## src/rtl/dac_spi_tx.sv

```systemverilog
// Serial transmitter for a multi-channel DAC: sends {channel, code} MSB first
// inside a cs_n window, with a programmable sclk divider and idle polarity.
module dac_spi_tx #(
  parameter int CLK_DIV = 2,
  parameter int DATA_W  = 16,
  parameter int CH_W    = 2,
  parameter bit CPOL    = 1'b1
) (
  input  logic              clk,
  input  logic              rst,
  input  logic              in_valid,
  output logic              in_ready,
  input  logic [CH_W-1:0]   in_ch,
  input  logic [DATA_W-1:0] in_data,
  output logic              sclk,
  output logic              cs_n,
  output logic              sdo,
  output logic              done,
  output logic              busy
);

  localparam int FRAME_W = CH_W + DATA_W;
  localparam int DIV_W   = (CLK_DIV > 1) ? $clog2(CLK_DIV) : 1;
  localparam int BIT_W   = $clog2(FRAME_W);
  localparam logic [DIV_W-1:0] DIV_LAST = DIV_W'(CLK_DIV - 1);
  localparam logic [BIT_W-1:0] BIT_LAST = BIT_W'(FRAME_W - 1);

  typedef enum logic [2:0] {IDLE, SETUP, SHIFT, HOLD, GAP} state_e;

  state_e             state_q, state_d;
  logic [DIV_W-1:0]   div_q, div_d;
  logic [BIT_W-1:0]   bit_q, bit_d;
  logic [FRAME_W-1:0] shift_q, shift_d;
  logic               sclk_q, sclk_d;
  logic               cs_n_q, cs_n_d;
  logic               done_q, done_d;
  logic               busy_q, busy_d;
  logic               ready_q, ready_d;

  logic div_tc;
  logic lead_edge;
  logic accept;

  assign div_tc    = (div_q == DIV_LAST);
  // A toggle while sclk sits at its idle level moves it away: a sampling edge.
  assign lead_edge = (sclk_q == CPOL);
  assign accept    = in_valid && ready_q;

  // Next-state logic.
  // NOTE: every signal assigned in always_comb gets a default first so no latch is inferred.
  always_comb begin
    state_d = state_q;
    unique case (state_q)
      IDLE:    if (accept) state_d = SETUP;
      SETUP:   if (div_tc) state_d = SHIFT;
      SHIFT:   if (div_tc && !lead_edge && (bit_q == BIT_LAST)) state_d = HOLD;
      HOLD:    if (div_tc) state_d = GAP;
      GAP:     if (div_tc) state_d = IDLE;
      default: state_d = IDLE;
    endcase
  end

  // Datapath and registered-output next values.
  always_comb begin
    div_d   = '0;
    bit_d   = bit_q;
    shift_d = shift_q;
    sclk_d  = sclk_q;

    if ((state_q != IDLE) && !div_tc) div_d = div_q + 1'b1;

    if (accept) begin
      shift_d = {in_ch, in_data};
      bit_d   = '0;
    end

    if ((state_q == SHIFT) && div_tc) begin
      sclk_d = ~sclk_q;
      // sdo advances with the trailing edge, except after the last bit.
      if (!lead_edge && (bit_q != BIT_LAST)) begin
        shift_d = {shift_q[FRAME_W-2:0], 1'b0};
        bit_d   = bit_q + 1'b1;
      end
    end

    if (state_d == GAP) shift_d = '0;

    cs_n_d  = !(state_d inside {SETUP, SHIFT, HOLD});
    done_d  = (state_q == HOLD) && (state_d == GAP);
    busy_d  = (state_d != IDLE);
    ready_d = (state_d == IDLE);
  end

  // State and output registers; reset wins over any accept on the same edge.
  // NOTE: sequential state uses non-blocking assignments so all registers update together.
  always_ff @(posedge clk) begin
    if (rst) begin
      state_q <= IDLE;
      div_q   <= '0;
      bit_q   <= '0;
      shift_q <= '0;
      sclk_q  <= CPOL;
      cs_n_q  <= 1'b1;
      done_q  <= 1'b0;
      busy_q  <= 1'b0;
      ready_q <= 1'b0;
    end else begin
      state_q <= state_d;
      div_q   <= div_d;
      bit_q   <= bit_d;
      shift_q <= shift_d;
      sclk_q  <= sclk_d;
      cs_n_q  <= cs_n_d;
      done_q  <= done_d;
      busy_q  <= busy_d;
      ready_q <= ready_d;
    end
  end

  assign in_ready = ready_q;
  assign sclk     = sclk_q;
  assign cs_n     = cs_n_q;
  assign sdo      = shift_q[FRAME_W-1];
  assign done     = done_q;
  assign busy     = busy_q;

endmodule
```

## config.mk

```make
export PLATFORM = sky130hd
export DESIGN_NAME = dac_spi_tx
export DESIGN_NICKNAME = d
export VERILOG_FILES = /design/src/rtl/dac_spi_tx.sv
export SDC_FILE = /design/constraint.sdc
export NUM_CORES = 1
export LEC_CHECK = 0
export ABC_AREA = 1
export BUFFER_PORTS_ARGS = -buffer_cell sky130_fd_sc_hd__buf_2
export CORE_ASPECT_RATIO = 0.5
export CORE_MARGIN = 3
export CORE_UTILIZATION = 37
export CTS_CLUSTER_SIZE = 20
export DETAILED_ROUTE_END_ITERATION = 6
export SLEW_MARGIN = 0
export SYNTH_ARGS = -nofsm -noshare
export SYNTH_HDL_FRONTEND = slang
export SYNTH_SLANG_ARGS = --single-unit
```

## constraint.sdc

```tcl
create_clock -name clk -period 2.15 [get_ports clk]
set_input_delay 0.43 -clock clk [delete_from_list [all_inputs] [get_ports clk]]
set_output_delay 0.43 -clock clk [all_outputs]
set_load 0.05 [all_outputs]
```

==> flow_metrics.tcl, run 1 <==
set metrics [dict create \
    initial_utilization_pct 39.90 \
    yosys_warnings 0 \
    clockBufferDepth 2 \
    num_vias 1582 \
    synthMostInstantiatedCell "nand2_1" \
    rr_endpoint "bit_q[1]$_SDFF_PP0_" \
    synth_top_area_share_pct 39.51 \
    fin_area_mm2 0.001881 \
    syn_avg_cell_area_um2 6.813 \
    rsz0062_at_grt "no" \
    dieWidth_um 99.62 \
    wire_per_inst_um 11.97 \
    relSlewSlack_pct 73.08 \
    core_mm2 0.004064 \
    first_pass_iters 4 \
    clock_sinks 32 \
    peakVddDrop_uv 334.9 \
    drv_cap 0 \
    cts_resized 0 \
    holdPathStages 2 \
    setup_viol 0 \
    syn_nets 261 \
    finalNonFillerCells 319 \
    arrival_ns 1.83 \
    drc_errors 0 \
    cts_tree "built" \
    worst_slew_pin_slew_ns 0.4033 \
    grt_overflow_total 0 \
    syn-cell-area_mm2 0.001622 \
    critPathSlowestCell "dfxtp_1" \
    synth_common_cells "nand2_1 (96), dfxtp_1 (32), a21oi_1 (20), nand4_1 (20), nor2_1 (19)" \
    routed_wirelength_um 3819 \
    setup_tns_ns 0 \
    dp_hpwl_um 2568 \
    post-cts-setup-buffers 0 \
    path_clk_slew_ns 0.07 \
    ys_seq_elements 32 \
    cpPeakStageDelay_ns 0.39 \
    holdCritStartpoint "rst" \
    place_congestion 0.8597 \
    drive_above_1_share_pct 17.36 \
    worstPathRequired_ns 2.33 \
    fin_crit_sh_pct 76.99 \
    io_pins 27 \
    dp.cells 311 \
    groute.usage.overall_pct 15.86 \
    crit_chain "inv_1 > ha_1 > nand2_1 > inv_1 > nand2_2 > nand3_4 > o21ai_0 > nor2_1" \
    viasPerCell 4.959 \
    area_delta_synth_final_pct 15.97 \
    hold_end "state_q[0]$_SDFF_PP0_" \
    syn_inst 238 \
    nets 287 \
    port_buffers 26 \
    clock_latency_ns 0.29 \
    synth-edff-count 0 \
    slew_violations 0 \
    fmax_mhz 604.1 \
    critPathKind "flip-flop to flip-flop" \
    grt_antenna_before_repair 0 \
    grt_pass1_vias 1447 \
    grt_max_degree 25 \
    power.density_mw_per_mm2 722.1 \
    ant_nets 0 \
    fin_crit_ns 1.655 \
    worstRegToRegCells 8 \
    p_leak_nw 0.8628 \
    yosys.area.top_type "dfxtp_1" \
    synthDistinctLibCells 20 \
    die_area_mm2 0.005261 \
    rows 16 \
    diodes 0 \
    synth_flop_cell "dfxtp_1" \
    critPathBufInv 2 \
    cts-root-buf "clkbuf_8" \
    async_reset_ff_share_pct 0 \
    crit_fanout 24 \
    cp-start-kind "flip-flop" \
    netlist_top_cells_area "dfxtp_1 (40%), nand2_1 (22%), nand4_1 (7.7%)" \
    outcome "completed" \
    path_common_cell "inv_1" \
    placed_area_mm2 0.001773 \
    cts_made_buffers 5 \
    ff2ff_setup_slack_ns 0.49 \
    reg2reg_from "bit_q[1]$_SDFF_PP0_" \
    hold_class "input port to flip-flop" \
    grt_pass1_wl_um 6603 \
    critical_path.endpoint_type "flip-flop" \
    hold_buffers 0 \
    ys_seq_area_share_pct 39.51 \
    htreeDepth 2 \
    path_depth 8 \
    hold_viol 0 \
    die-height_um 52.81 \
    finClkSkew_ns 0.006049 \
    cp_top_family "simple AND/OR/NAND/NOR gates" \
    drt_iter0_drc 55 \
]
-- metal layers --
metal  track usage, %  part of all wire (%)  up-vias
li1                 -                     -      824
met1            22.11                    52      718
met2            23.89                    42       38
met3            4.515                   5.6        2
met4            4.082                  0.24        0
met5                0                     0        -
-- worst max path at each step --
stage,startpoint,endpoint,slack (ns)
floorplan,in_ready$_SDFF_PP0_,bit_q[4]$_SDFF_PP0_,0.71
global placement,bit_q[1]$_SDFF_PP0_,bit_q[1]$_SDFF_PP0_,0.58
detailed placement,bit_q[1]$_SDFF_PP0_,bit_q[1]$_SDFF_PP0_,0.51
CTS,bit_q[1]$_SDFF_PP0_,bit_q[1]$_SDFF_PP0_,0.49
global route,bit_q[1]$_SDFF_PP0_,bit_q[1]$_SDFF_PP0_,0.30
finish,bit_q[1]$_SDFF_PP0_,bit_q[1]$_SDFF_PP0_,0.49
-- through the flow --
| step | total power, mW | worst slack [ns] | utilization [%] | hold WS (ns) |
|---|---|---|---|---|
| 3_3_place_gp | 0.7955 | 0.5819 | 43.63 | 0.4765 |
| 5_1_grt | 1.425 | 0.2975 | 46.27 | 0.3997 |
| 6_report | 1.358 | 0.4947 | 46.27 | 0.3841 |
| 2_1_floorplan | 0.7507 | 0.7089 | - | 0.4670 |
| 4_1_cts | 1.372 | 0.4905 | 46.27 | 0.3727 |
| 3_5_place_dp | 0.7968 | 0.5084 | 43.63 | 0.4844 |
-- power by group --
part           switching (mW)  internal (mW)
registers              0.0147          0.619
logic                  0.0985         0.0521
clock network           0.229          0.344
-- flip-flops by register name, summed over array words and instances (netlist names) --
register and cells:
busy 1, bit_q 5, sclk 1, shift_q 18
state_q 3, in_ready 1, done 1, div_q 1
cs_n 1
-- logic make-up after synthesis --
kind of cell,Yosys count,share of synthesized area (%)
simple gates,148,40.59
buf+inv,27,8.642
compound gates,29,9.723
flops,32,39.51
fa+ha+maj,2,1.543
-- cell type report --
type	count	area, um^2
Timing Repair Buffer	31	167.7
Clock buffer	6	72.57
Clock inverter	2	35.03
Inverter	15	56.30
Tap cell	54	67.56
Fill cell	430	2183
Sequential cell	32	640.6
Multi-Input combinational cell	179	840.8
-- placed cells by master, fill, tap and decap left out, types with 2 or more instances in the layout --
| cell type | synthesis | final |
|---|---|---|
| nand2_1 | 96 | 96 |
| dfxtp_1 | 32 | 32 |
| buf_2 | 4 | 26 |
| nand4_1 | 20 | 20 |
| a21oi_1 | 20 | 20 |
| nor2_1 | 19 | 19 |
| inv_1 | 15 | 15 |
| nand3_1 | 7 | 7 |
| o21ai_0 | 6 | 6 |
| clkbuf_8 | 0 | 5 |
| buf_4 | 3 | 5 |
| nand2_2 | 3 | 3 |
| ha_1 | 2 | 2 |
(Power assumes the default switching activity.)
==> run 2, diff against run 1 <==
Clock period 2.15 ns to 1.65 ns, I/O delays scaled along.
==> run 2 against run 1 <==
Against the previous run: worst hold slack worse by 0.10 ns; highest routed layer unchanged; clock power is 4.9% higher; register-to-register slack worse by 0.29 ns; sequential cell count stayed put; core utilization grew 0.43 points; worst setup slack got worse by 0.29 ns; die area did not move; critical path depth up 1; largest power group unchanged; sequential power increased by 30%; routed wire length shrank 2.4%.
==> flow_metrics.tcl, run 2 (same netlist as run 1, synthesis figures left out) <==
set metrics [dict create \
    outcome "completed" \
    layout_common_cells "nand2_1 (96), dfxtp_1 (32), buf_2 (26)" \
    grt_overflow_total 0 \
    multi_input_area_um2 840.8 \
    drv_cap 0 \
    rsz0062_at_grt "no" \
    grt_antenna_before_repair 0 \
    core_mm2 0.004064 \
    worstPathRequired_ns 1.82 \
    hold_buffers 0 \
    dp_slack_ns 0.1994 \
    die_area_mm2 0.005261 \
    path_clk_slew_ns 0.07 \
    slew_violations 0 \
    setup_viol 0 \
    cts_resized 0 \
    rows 16 \
    routed_wirelength_um 3726 \
    drc_errors 0 \
    peakVddDrop_uv 450.1 \
    clock_sinks 32 \
    cts_made_buffers 5 \
    total_power_mw 1.626 \
    fin_crit_sh_pct 87.73 \
    fmax_mhz 690.8 \
    relSlewSlack_pct 81.40 \
    power.density_mw_per_mm2 856.5 \
    largest_registers "shift_q: 18 flops, bit_q: 5 flops, state_q: 3 flops" \
    p_leak_nw 0.8789 \
    regArea_um2 640.6 \
    crit_fanout 18 \
    arrival_ns 1.62 \
    hold_viol 0 \
    setup_ws_ns 0.2025 \
    groute.usage.overall_pct 15.89 \
    dp.cells 316 \
    drive_above_1_share_pct 19.26 \
    place_congestion 0.8340 \
    finalNonFillerCells 324 \
    htreeDepth 2 \
    dieWidth_um 99.62 \
    grt_max_degree 21 \
    nets 292 \
    finClkSkew_ns 0.007127 \
    cp-start-kind "flip-flop" \
    clock_latency_ns 0.29 \
    top_register "shift_q" \
    first_pass_iters 4 \
    n_fill_cell 421 \
    wire_per_inst_um 11.50 \
    drt_iter0_drc 69 \
    layout_commonest_cell "nand2_1" \
    worst_slew_pin_slew_ns 0.2787 \
    die-height_um 52.81 \
    grt_pass1_wl_um 6437 \
    fin_crit_ns 1.448 \
    setup_tns_ns 0 \
    ant_nets 0 \
    viasPerCell 4.818 \
    area_delta_synth_final_pct 17.05 \
    grt_pass1_vias 1395 \
    io_pins 27 \
    cts-root-buf "clkbuf_8" \
    cts_tree "built" \
    clockBufferDepth 2 \
    critPathKind "flip-flop to flip-flop" \
    num_vias 1561 \
    port_buffers 26 \
    dp_hpwl_um 2578 \
    fin_util_pct 46.71 \
    diodes 0 \
    initial_utilization_pct 39.90 \
    post-cts-setup-buffers 0 \
    largest_reg_flops 18 \
    hold_class "input port to flip-flop" \
    critical_path.endpoint_type "flip-flop" \
]
[run 2: cell count changes in the layout (fill, tap and decap cells not counted)]
cell	before	now
clkinv_4	0	1
bufinv_16	1	0
clkinv_2	1	2
clkbuf_1	1	0
buf_4	5	10
[run 2: routing by layer]
metal  vias up  wire [um]  track usage, %
met1       680       1970           22.01
met5         -          0               0
met4         0         63           7.483
li1        837          -               -
met3         7        221           5.179
met2        37       1471           22.00
[run 2: worst paths after layout]
kind	start	endpoint	slack, ns	cells past startpoint
setup / recovery	bit_q[1]$_SDFF_PP0_	shift_q[1]$_SDFF_PP0_	0.20	9
hold / removal	rst	state_q[0]$_SDFF_PP0_	0.28	2
setup reg to reg	bit_q[1]$_SDFF_PP0_	shift_q[1]$_SDFF_PP0_	0.20	9
hold reg to reg	shift_q[12]$_SDFF_PP0_	shift_q[13]$_SDFF_PP0_	0.49	2
[run 2: area by class of cell]
cell class	instances	area share, %
Clock inverter	3	0.9888
Inverter	15	2.966
Timing Repair Buffer	36	10.81
Sequential cell	32	33.75
Tap cell	54	3.560
Clock buffer	5	3.626
Multi-Input combinational cell	179	44.30
[run 2: report_power, final]
| group | switching (mW) | internal (mW) |
|---|---|---|
| Clock | 0.308 | 0.293 |
| Sequential | 0.0194 | 0.807 |
| Combinational | 0.127 | 0.0711 |
[run 2: stage by stage]
stage / cell area, um^2 / hold WS, ns
floorplan: 1622 / 0.3991
global placement: 1810 / 0.4750
CTS: 1898 / 0.2683
detailed placement: 1810 / 0.4782
finish: 1898 / 0.2800
global route: 1898 / 0.2761
[run 2: critical path, cell delays in order (launching register included)]
cell	delay (ns)
dfxtp_1	0.39
inv_1	0.06
ha_1	0.18
nand2_1	0.08
inv_1	0.05
nand2_2	0.10
nand3_4	0.12
buf_4	0.23
nand2_1	0.08
a21oi_1	0.05
==> run 3, diff against run 2 <==
--- a/config.mk
+++ b/config.mk
@@ -13,4 +13,5 @@
 export CTS_CLUSTER_SIZE = 20
 export DETAILED_ROUTE_END_ITERATION = 6
+export PLACE_DENSITY = 0.56
 export SLEW_MARGIN = 0
 export SYNTH_ARGS = -nofsm -noshare
==> constraint.sdc (replaced) <==
create_clock -name clk -period 1.65 [get_ports clk]
set_input_delay 0.2475 -clock clk [delete_from_list [all_inputs] [get_ports clk]]
set_output_delay 0.2475 -clock clk [all_outputs]
set_load 0.05 [all_outputs]
==> run 3 against run 2 <==
Against the previous run: core utilization up 1.7 points; critical path depth fell by 1; sequential cell count unchanged; total power grew 13%; sequential share of layout area fell by 1.2 points; clock power grew 36%; final cell count increased by 1.2%; clock-buffer cell count grew 2; die area stayed put; sequential power is essentially flat; largest power group unchanged; routed wire length fell by 0.24%.
==> flow_metrics.tcl, run 3 (same netlist as run 1, synthesis figures left out) <==
set metrics [dict create \
    reg2reg_from "bit_q[1]$_SDFF_PP0_" \
    clockBufferDepth 2 \
    cpPeakStageDelay_ns 0.39 \
    placed_area_mm2 0.001810 \
    hold_viol 0 \
    cts_made_buffers 5 \
    place_congestion 0.7986 \
    cts_tree "built" \
    grt_antenna_before_repair 0 \
    top_register "shift_q" \
    layout_common_cells "nand2_1 (96), dfxtp_1 (32), buf_2 (26)" \
    clkPwrFrac_pct 44.5 \
    fin_crit_ns 1.438 \
    hold_end "bit_q[1]$_SDFF_PP0_" \
    drc_errors 0 \
    area_delta_synth_final_pct 21.30 \
    worstRegToRegCells 8 \
    crit_fanout 17 \
    diodes 0 \
    clock_sinks 32 \
    drive_above_1_share_pct 20.44 \
    cp-start-kind "flip-flop" \
    finalNonFillerCells 328 \
    hold_class "input port to flip-flop" \
    groute.usage.overall_pct 14.83 \
    outcome "completed" \
    setup_viol 0 \
    rows 16 \
    cts-root-buf "clkbuf_8" \
    holdCritStartpoint "rst" \
    nets 296 \
    core_mm2 0.004064 \
    worstPathRequired_ns 1.84 \
    worst_slew_pin_slew_ns 0.3910 \
    die_area_mm2 0.005261 \
    swShare_pct 23.47 \
    largest_registers "shift_q: 18 flops, bit_q: 5 flops, state_q: 3 flops" \
    multi_input_area_um2 840.8 \
    power.switching_uw 432.3 \
    sequentialPowerShare_pct 44.8 \
    grt_max_degree 21 \
    p_comb_share_pct 10.7 \
    fin_crit_sh_pct 87.13 \
    crit_chain "inv_1 > ha_1 > nand2_1 > inv_1 > nand2_2 > buf_4 > nand4_1 > a21oi_1" \
    path_common_cell "inv_1" \
    grt_pass1_vias 1347 \
    rsz0062_at_grt "no" \
    hold_buffers 0 \
    num_vias 1558 \
    fin_area_mm2 0.001967 \
    ff2ff_setup_slack_ns 0.21 \
    grt_pass1_wl_um 6175 \
    port_buffers 26 \
    layout_commonest_cell "nand2_1" \
    setup_tns_ns 0 \
    p_leak_nw 0.9141 \
    initial_utilization_pct 39.90 \
    holdPathStages 2 \
    relSlewSlack_pct 73.90 \
    regArea_um2 640.6 \
    routed_wirelength_um 3717 \
    largest_reg_flops 18 \
    finClkSkew_ns 0.005903 \
    dp.cells 316 \
    ant_nets 0 \
    die-height_um 52.81 \
    power.density_mw_per_mm2 936.4 \
    cts_resized 0 \
    drt_iter0_drc 55 \
    path_clk_slew_ns 0.07 \
    critPathKind "flip-flop to flip-flop" \
    critPathBufInv 3 \
    p_int_mw 1.409 \
    n_fill_cell 438 \
    io_pins 27 \
    fmax_mhz 695.6 \
    clock_latency_ns 0.28 \
    wire_per_inst_um 11.33 \
    drv_cap 0 \
    arrival_ns 1.63 \
    slew_violations 0 \
    first_pass_iters 4 \
    dieWidth_um 99.62 \
    grt_overflow_total 0 \
    htreeDepth 2 \
    cp_top_family "flip-flops" \
    peakVddDrop_uv 500.0 \
    viasPerCell 4.750 \
    rr_endpoint "shift_q[8]$_SDFF_PP0_" \
    dp_hpwl_um 2617 \
    critical_path.endpoint_type "flip-flop" \
    critPathSlowestCell "dfxtp_1" \
]
-- run 3: changes by cell type in the layout (fill, tap and decap cells not counted) --
| cell | before | now |
|---|---|---|
| buf_4 | 10 | 14 |
| bufinv_16 | 0 | 1 |
| clkbuf_8 | 5 | 7 |
| clkinv_2 | 2 | 0 |
| clkinv_4 | 1 | 0 |
-- run 3: power by group through the flow --
stage / clock network, mW / registers (mW) / logic [mW]
floorplan: 0 / 0.870 / 0.108
CTS: 0.838 / 0.825 / 0.199
finish: 0.819 / 0.826 / 0.197
global placement: 0 / 0.842 / 0.198
detailed placement: 0 / 0.842 / 0.199
global route: 0.873 / 0.829 / 0.224
-- run 3: worst max path at each step --
stage,from,to,slack (ns),cells after the start
final,bit_q[1]$_SDFF_PP0_,shift_q[8]$_SDFF_PP0_,0.21,8
after global routing,bit_q[1]$_SDFF_PP0_,shift_q[10]$_SDFF_PP0_,0.07,8
after CTS,bit_q[1]$_SDFF_PP0_,shift_q[8]$_SDFF_PP0_,0.11,9
after detailed placement,bit_q[1]$_SDFF_PP0_,shift_q[8]$_SDFF_PP0_,0.12,9
after global placement,bit_q[1]$_SDFF_PP0_,shift_q[9]$_SDFF_PP0_,0.17,9
after floorplan,in_ready$_SDFF_PP0_,bit_q[4]$_SDFF_PP0_,0.21,8
-- run 3: per-stage QoR --
step | power, mW | setup WS [ns] | utilization, % | hold slack, ns
after floorplan | 0.9782 | 0.2089 | - | 0.3166
after global placement | 1.040 | 0.1693 | 44.55 | 0.4792
after detailed placement | 1.040 | 0.1248 | 44.55 | 0.4798
after CTS | 1.862 | 0.1077 | 47.66 | 0.2067
after global routing | 1.926 | 0.07217 | 48.40 | 0.2185
final | 1.842 | 0.2123 | 48.40 | 0.2160
-- run 3: area by class of cell --
cell class | instances | area share (%)
Multi-Input combinational cell | 179 | 42.75
Clock inverter | 1 | 1.527
Sequential cell | 32 | 32.57
Inverter | 15 | 2.863
Timing Repair Buffer | 40 | 11.96
Tap cell | 54 | 3.435
Clock buffer | 7 | 4.898
-- run 3: repair_timing --
item	CTS	global route
setup buffers	0	4
endpoints found under the setup margin	0	6
hold endpoints to repair	0	0
-- run 3: metal layers --
layer  up-vias  global-route usage [%]  routed length [um]
met5         -                       0                   0
met1       684                   21.31                1930
met3         2                   4.648                 253
li1        839                       -                   -
met4         0                   2.721                  13
met2        33                   21.67                1520
